**config.mk**
```make
export PLATFORM = sky130hd
export DESIGN_NAME = mul_seq_ctrl
export DESIGN_NICKNAME = d
export VERILOG_FILES = /design/src/rtl/mul_seq_ctrl.sv
export SDC_FILE = /design/constraint.sdc
export NUM_CORES = 1
export LEC_CHECK = 0
export ABC_CLOCK_PERIOD_IN_PS = 8300
export CAP_MARGIN = 20
export CORE_MARGIN = 3
export CORE_UTILIZATION = 57
export DETAILED_ROUTE_END_ITERATION = 12
export PLACE_DENSITY = 0.81
export SETUP_SLACK_MARGIN = 0.5
export SLEW_MARGIN = 10
export SYNTH_ARGS = -nofsm -noshare
export SYNTH_HDL_FRONTEND = slang
export SYNTH_SLANG_ARGS = --single-unit
```
**constraint.sdc**
```tcl
create_clock -name nvdla_core_clk -period 8.3 [get_ports nvdla_core_clk]
set_input_delay 1.245 -clock nvdla_core_clk [delete_from_list [all_inputs] [get_ports nvdla_core_clk]]
set_output_delay 1.245 -clock nvdla_core_clk [all_outputs]
set_load 0.01 [all_outputs]
```
**src/rtl/mul_seq_ctrl.sv**
```systemverilog
// mul_seq_ctrl: sequencer for a multi-cycle int8 sign-magnitude multiplier.
// One operand pair is accepted per transaction over valid/ready. A single shared
// 4x4 nibble multiplier is time-multiplexed over four partial-product cycles.
// The shifted partial products are accumulated, and a signed 16-bit result is
// returned together with the transaction tag.
//
// Build option: define MUL_SEQ_EXACT_2C_EN to use two's-complement magnitudes and
// result negation, which gives the exact signed product. Without it (the default),
// one's complement is used on both, which is the approximate reduced-int8 path.
module mul_seq_ctrl #(
  parameter int unsigned TAG_W = 4
) (
  input  logic             nvdla_core_clk,
  input  logic             nvdla_core_rst,
  input  logic             in_valid,
  output logic             in_ready,
  input  logic [7:0]       in_a,
  input  logic [7:0]       in_b,
  input  logic [TAG_W-1:0] in_tag,
  output logic             out_valid,
  input  logic             out_ready,
  output logic [15:0]      out_data,
  output logic [TAG_W-1:0] out_tag,
  output logic             busy
);

  localparam int unsigned OP_W  = 8;
  localparam int unsigned NIB_W = 4;
  localparam int unsigned PP_W  = 2 * NIB_W;
  localparam int unsigned ACC_W = 16;

  typedef enum logic [2:0] {
    IDLE = 3'd0,
    PP1  = 3'd1,
    PP2  = 3'd2,
    PP3  = 3'd3,
    PP4  = 3'd4,
    DONE = 3'd5
  } state_e;

  state_e             state_q;
  logic [OP_W-1:0]    a_mag_q;
  logic [OP_W-1:0]    b_mag_q;
  logic               sign_q;
  logic [TAG_W-1:0]   tag_q;
  logic [ACC_W-1:0]   acc_q;
  logic [ACC_W-1:0]   out_data_q;
  logic [TAG_W-1:0]   out_tag_q;
  logic               out_valid_q;
  logic               busy_q;

  logic               accept;
  logic [OP_W-1:0]    a_mag_d;
  logic [OP_W-1:0]    b_mag_d;
  logic [NIB_W-1:0]   mul_a;
  logic [NIB_W-1:0]   mul_b;
  logic [PP_W-1:0]    pp;
  logic [ACC_W-1:0]   pp_shifted;
  logic [ACC_W-1:0]   acc_d;
  logic [ACC_W-1:0]   result_d;

  // Operand magnitude: one's complement by default, two's complement in exact build
  function automatic logic [OP_W-1:0] magnitude(input logic [OP_W-1:0] x);
`ifdef MUL_SEQ_EXACT_2C_EN
    magnitude = x[OP_W-1] ? -x : x;
`else
    magnitude = x[OP_W-1] ? ~x : x;
`endif
  endfunction

  // Re-apply the sign to the unsigned accumulated magnitude
  function automatic logic [ACC_W-1:0] apply_sign(input logic s, input logic [ACC_W-1:0] m);
`ifdef MUL_SEQ_EXACT_2C_EN
    apply_sign = s ? -m : m;
`else
    apply_sign = s ? ~m : m;
`endif
  endfunction

  // Ready when idle, or when the held result retires in this same cycle
  assign in_ready = (state_q == IDLE) | ((state_q == DONE) & out_ready);
  assign accept   = in_valid & in_ready;

  assign a_mag_d  = magnitude(in_a);
  assign b_mag_d  = magnitude(in_b);

  // Operand muxes and partial-product alignment for the shared nibble multiplier
  always_comb begin
    mul_a      = a_mag_q[NIB_W-1:0];
    mul_b      = b_mag_q[NIB_W-1:0];
    pp_shifted = '0;
    unique case (state_q)
      PP1: begin
        mul_a      = a_mag_q[NIB_W-1:0];
        mul_b      = b_mag_q[NIB_W-1:0];
        pp_shifted = {8'd0, pp};
      end
      PP2: begin
        mul_a      = a_mag_q[OP_W-1:NIB_W];
        mul_b      = b_mag_q[NIB_W-1:0];
        pp_shifted = {4'd0, pp, 4'd0};
      end
      PP3: begin
        mul_a      = a_mag_q[NIB_W-1:0];
        mul_b      = b_mag_q[OP_W-1:NIB_W];
        pp_shifted = {4'd0, pp, 4'd0};
      end
      PP4: begin
        mul_a      = a_mag_q[OP_W-1:NIB_W];
        mul_b      = b_mag_q[OP_W-1:NIB_W];
        pp_shifted = {pp, 8'd0};
      end
      default: begin
        pp_shifted = '0;
      end
    endcase
  end

  // Shared mult4x4 nibble multiplier (exact variant)
  assign pp = PP_W'(mul_a) * PP_W'(mul_b);

  // Accumulate modulo 2^16 and form the signed result for the DONE transition
  assign acc_d    = acc_q + pp_shifted;
  assign result_d = apply_sign(sign_q, acc_d);

  // Operand capture and accumulation datapath
  always_ff @(posedge nvdla_core_clk or posedge nvdla_core_rst) begin
    if (nvdla_core_rst) begin
      a_mag_q <= '0;
      b_mag_q <= '0;
      sign_q  <= 1'b0;
      tag_q   <= '0;
      acc_q   <= '0;
    end else if (accept) begin
      a_mag_q <= a_mag_d;
      b_mag_q <= b_mag_d;
      sign_q  <= in_a[OP_W-1] ^ in_b[OP_W-1];
      tag_q   <= in_tag;
      acc_q   <= '0;
    end else if ((state_q == PP1) || (state_q == PP2) ||
                 (state_q == PP3) || (state_q == PP4)) begin
      acc_q   <= acc_d;
    end
  end

  // Control FSM with registered result, valid and busy outputs
  always_ff @(posedge nvdla_core_clk or posedge nvdla_core_rst) begin
    if (nvdla_core_rst) begin
      state_q     <= IDLE;
      out_data_q  <= '0;
      out_tag_q   <= '0;
      out_valid_q <= 1'b0;
      busy_q      <= 1'b0;
    end else begin
      unique case (state_q)
        IDLE: begin
          if (accept) begin
            state_q <= PP1;
            busy_q  <= 1'b1;
          end
        end
        PP1: state_q <= PP2;
        PP2: state_q <= PP3;
        PP3: state_q <= PP4;
        PP4: begin
          state_q     <= DONE;
          out_data_q  <= result_d;
          out_tag_q   <= tag_q;
          out_valid_q <= 1'b1;
        end
        DONE: begin
          if (out_ready) begin
            out_valid_q <= 1'b0;
            if (in_valid) begin
              state_q <= PP1;
            end else begin
              state_q <= IDLE;
              busy_q  <= 1'b0;
            end
          end
        end
        default: begin
          state_q     <= IDLE;
          out_valid_q <= 1'b0;
          busy_q      <= 1'b0;
        end
      endcase
    end
  end

  assign out_data  = out_data_q;
  assign out_tag   = out_tag_q;
  assign out_valid = out_valid_q;
  assign busy      = busy_q;

endmodule
```
* Yosys cells after proc, flatten, opt, wreduce, memory -nomap -nowiden
Cells that the tools add are included.
** Cells by class
- Reductions and logical operators :: 13
- Multipliers :: 1
- $add $sub $neg :: 1
- Bitwise operators :: 9
- Equal/unequal tests :: 8
- Multiplexer cells :: 18
** Operators by type and width (count)
- $mux 16 :: 3
- $pmux 16 s3 :: 1
- $pmux 3 s6 :: 1
- $add 16x16->16 :: 1
- $mux 8 :: 2
- $not 16->16 :: 1
- $not 8->8 :: 2
- $mul 4x4->8 :: 1
- $mux 4 :: 2
- $reduce_or 4->1 :: 2
- $eq 3x2->1 const B :: 2
- $eq 3x3->1 const B :: 2
- $mux 3 :: 2
- $ne 2x2->1 const B :: 3
- $pmux 1 s3 :: 2
- $reduce_or 2->1 :: 3
- $mux 1 :: 5
- $reduce_and 2->1 :: 2
- $reduce_and 4->1 :: 1
- $eq 3x1->1 const B :: 1
- $logic_not 3->1 :: 1
- $logic_or 1x1->1 :: 3
- $and 1x1->1 :: 2
- $not 1->1 :: 2
- 3 further kinds :: 3
** Storage, ports and cells
- Flip-flop bits (word level) :: 62
- Output and inout port bits :: 23
- Logic and storage cells :: 60

* Logic depth before layout (Yosys ltp)
- Depth in word-level cells :: 8
- Mapped depth :: 25

* Worst setup path before layout
No wires, ideal clock.
- Path kind :: register to register
- Start :: register state_q[2]
- End :: register acc_q[15]
- Setup slack :: 2511 ps
- Required time :: 8180 ps
- Cell stages (with the launch flop) :: 23
- Library setup time :: 120 ps
- Arrival :: 5669 ps
- Buffers on the path :: 2
- Cells stage by stage :: dfrtp_1 -> clkbuf_1 -> nand2b_1 -> a21oi_1 -> mux2i_1 -> or2_2 -> fa_1 -> inv_1 -> fa_1 -> ha_1 -> a211oi_1 -> o21bai_1 -> a21oi_1 -> xor2_1 -> o22ai_1 -> ha_1 -> clkbuf_1 -> o211a_1 -> o21ai_0 -> a2111oi_0 -> nor3_1 -> xnor2_1 -> a31o_2
** On the way
- Word-level cells in the longest chain between the ends :: 8
** RTL lines
- from (decl) :: RTL line 41 : state_e state_q;
- from (signal assigned) :: RTL line 149 : state_q <= IDLE;
- from (signal assigned) :: RTL line 158 : state_q <= PP1;
- from (signal assigned) :: RTL line 162 : PP1: state_q <= PP2;
- $eq 3x2->1 (tied with other cells) :: RTL line 92, 140
- $reduce_or 2->1 (no line)
- $mux 4 :: RTL line 92 : unique case (state_q)
- $mul 4x4->8 :: RTL line 120 : assign pp = PP_W'(mul_a) * PP_W'(mul_b);
- $pmux 16 s3 :: RTL line 92
- $add 16x16->16 :: RTL line 123 : assign acc_d = acc_q + pp_shifted;
- $mux 16 :: RTL line 140 : end else if ((state_q == PP1) || (state_q == PP2) ||
- $mux 16 :: RTL line 134 : end else if (accept) begin
- to (signal assigned) :: RTL line 133 : acc_q <= '0;
- to (signal assigned) :: RTL line 139 : acc_q <= '0;
- to (signal assigned) :: RTL line 142 : acc_q <= acc_d;
- to (decl) :: RTL line 46 : logic [ACC_W-1:0] acc_q;
Several ways; a longest one is shown, not always the timed one. The select of a mux whose other input is x is not followed.
A chain may end at the register's enable or synchronous reset.

* Worst setup path after layout
Ends and elaborated chain as after synthesis.

==> flow_summary.toml <==
[setup_path]
crit_required_ns = 8.52
max_stage_delay_ns = 0.77
critical-path-slowest-cell = "dfrtp_1"
cp_cell_sequence = "nand2b_1 > a21oi_1 > mux2i_1 > or2_2 > fa_1 > inv_1 > fa_1 > ha_1 > a211oi_1 > o21bai_1 > a21oi_1 > xor2_1 > o22ai_1 > ha_1 > o211a_1 > o21ai_0 > a2111oi_0 > nor3_1 > xnor2_1 > a31o_2"
reg2reg_slack_ns = 1.71
r2r_end = "acc_q[15]"
worst-path-buf-inv = 1
cp_data_arrival_time_ns = 6.81
crit_type = "reg -> reg"
cp-end-kind = "register"
critPathLaunchType = "register"
r2r-start = "state_q[2]"
rr_worst_depth = 20
cp_max_fo = 24
cp_top_family = "compound AO/OA/AOI/OAI gates"

[logic_synthesis]
syn-mean-instance-area_um2 = 8.92
netlist_instances = 474
synth_commonest_cells = "nand2_1, dfrtp_1, o21ai_0"
ys_types = 58
yosysTopAreaCellShare_pct = 35.5
netlist_area_um2 = 4230
synthFlopType = "dfrtp_1"
synth_edf_count = 0
yosysTopAreaCell = "dfrtp_1"
ys_ff_latch = 60
synth_most_common_cell = "nand2_1"
synth_warnings = 0
synthesis.nets = 530
synthArstFlopShare_pct = 100
synth.top_cells.by_area = "dfrtp_1, ha_1, xnor2_1"
yosysSeqAreaShare_pct = 35.5

[sta]
setup_viol = 0
slew_violations = 0
finalCriticalPeriod_ns = 6.59
timing.fmax_mhz = 152
relSlewSlack_pct = 38.9
tightest_slew_ns = 0.909
hold_viol = 0
tns_ns = 0
fin_crit_sh_pct = 79.3
fin_skew_ns = 0.00929
grt_setup_unrepaired = "false"
fin_worst_hold_slack_ns = 0.466

[die]
die_h_um = 92.2
io-pin-count = 47
die_w_um = 92.2
core_um2 = 6980
rows = 30
initial_core_util_pct = 60.6
die_area_um2 = 8490

[clock_tree]
clk_pin_slew_ns = 0.07
ctsResizeCount = 0
h-tree-depth = 3
clk-insertion-delay-late_ns = 0.34
cts_sinks = 60
ctsHoldBuffers = 0
clockBufferDepth = 2
post_cts_buffers = 0
cts_root_buffer = "clkbuf_8"
tritoncts = "done"
numCtsBuffers = 9

[global_route]
grt_max_degree = 61
grt_usage_pct = 22.7
antenna_found_initial = 0
grt_pass1_wl_um = 15600
grt-ovfl-total = 0
grt_pass1_vias = 3378

[power_and_ir_drop]
power_leakage_nw = 2.34
p_per_area_nw_per_um2 = 405
total_power_mw = 2.02
ir_worst_vdd_uv = 168

[cells_and_area]
drive_above_1_share_pct = 8.37
synthToLayoutAreaGrowth_pct = 18.2
diodes = 0
fin_nets = 565

[place]
numPortBuffers = 46
gp_congestion = 0.891
dp_hpwl_um = 6730

[detailed_routing]
drtIter0Drc = 95
finalWirelength_um = 9190
vias = 3461
drt_pre_antenna_iters = 5
wl_per_cell_um = 15.1
drc = 0
ant_nets = 0
via_per_inst = 5.67

[worst_hold_path]
holdPathStages = 2
hp-class = "reg -> reg"
hold_end = "out_tag[3]"
min_from = "tag_q[3]"

[flow_run]
maxCapViolations = 0

[run_status]
status = "complete, no violations"
[layer usage]
| layer | wire length [um] | global-route usage (%) | vias up | part of all wire, % |
|---|---|---|---|---|
| li1 | - | - | 1731 | - |
| met1 | 3940 | 27.7 | 1627 | 43 |
| met2 | 4690 | 40.4 | 90 | 51 |
| met3 | 440 | 3.77 | 13 | 4.8 |
| met4 | 124 | 7.92 | 0 | 1.3 |
| met5 | 0 | 0 | - | 0 |
[tightest hold or removal path, delay by kind of cell (launching register included)]
| kind | cells | cell delay, ns |
|---|---|---|
| flip-flops | 1 | 0.34 |
| AND/OR/NAND/NOR | 2 | 0.10 |
[final cells by class]
| cell class | count | area, um^2 |
|---|---|---|
| timing repair buffer | 51 | 518 |
| fill | 559 | 1980 |
| multi-input combinational | 372 | 2590 |
| clock inverter | 7 | 91.3 |
| inverter | 15 | 56.3 |
| tap | 96 | 120 |
| clock buffer | 9 | 124 |
| sequential | 60 | 1500 |
[flip-flops by register name, indices dropped and copies added (netlist names)]
name and count:
busy 1, sign_q 1, a_mag_q 7, acc_q 16
b_mag_q 7, out_data 16, state_q 3, tag_q 4
out_valid 1, out_tag 4
[where the power goes]
group / switching, mW / total [mW] / internal [mW]
Sequential: 0.117 / 0.539 / 0.422
Combinational: 0.637 / 1.19 / 0.556
Clock: 0.124 / 0.291 / 0.168
Total: 0.878 / 2.02 / 1.15
[through the flow]
step	std cells	util (%)	area (um^2)	setup slack [ns]
5_1_grt	610	71.6	5000	1.32
3_3_place_gp	593	68.1	4760	1.64
3_5_place_dp	593	68.1	4760	1.49
4_1_cts	609	71.2	4970	1.41
2_1_floorplan	474	-	4230	2.51
6_report	610	71.6	5000	1.71
[logic make-up after synthesis]
logic type / count (synthesis) / synth area share (%)
AND/OR/NAND/NOR: 159 / 18.0
AO/OA/AOI/OAI: 120 / 17.7
flip-flops: 60 / 35.5
XOR/XNOR: 51 / 12.2
buffers and inverters: 42 / 3.76
adder cells (fa/ha/maj): 32 / 10.4
multiplexers: 10 / 2.57
[placed cells by master (no fill, tap or decap), types with 4 or more instances in the layout]
master           synthesis  layout
nor3_1                   4       4
nand2_1                 73      73
ha_1                    27      27
xnor3_1                  5       5
mux2_2                   7       7
o22ai_1                  4       4
buf_4                    0       4
nand2b_1                 5       5
clkdlybuf4s50_1          0      46
xor2_1                   8       8
a22o_1                   4       4
a21oi_1                 19      19
o21ai_0                 47      47
clkbuf_8                 0       9
nor2_1                  25      25
xnor2_1                 38      37
fa_1                     5       5
dfrtp_1                 60      60
nor3b_1                  4       4
a22oi_1                  6       6
inv_1                   14      13
a211oi_1                 5       5
or2_2                    6       6
and3_1                   5       5
nand3_1                 18      18
nor2b_1                  5       5
o211ai_1                 4       4
a21o_1                   8       8
[worst max path at each step]
stage	start	endpoint	slack, ns	cells past startpoint
5_1_grt	state_q[2]	acc_q[15]	1.32	20
3_5_place_dp	state_q[2]	acc_q[15]	1.49	19
3_3_place_gp	state_q[2]	acc_q[15]	1.64	19
6_report	state_q[2]	acc_q[15]	1.71	20
2_1_floorplan	state_q[2]	acc_q[15]	2.51	22
4_1_cts	state_q[2]	acc_q[15]	1.41	19
Note: power is estimated with default switching activity, not from simulation.
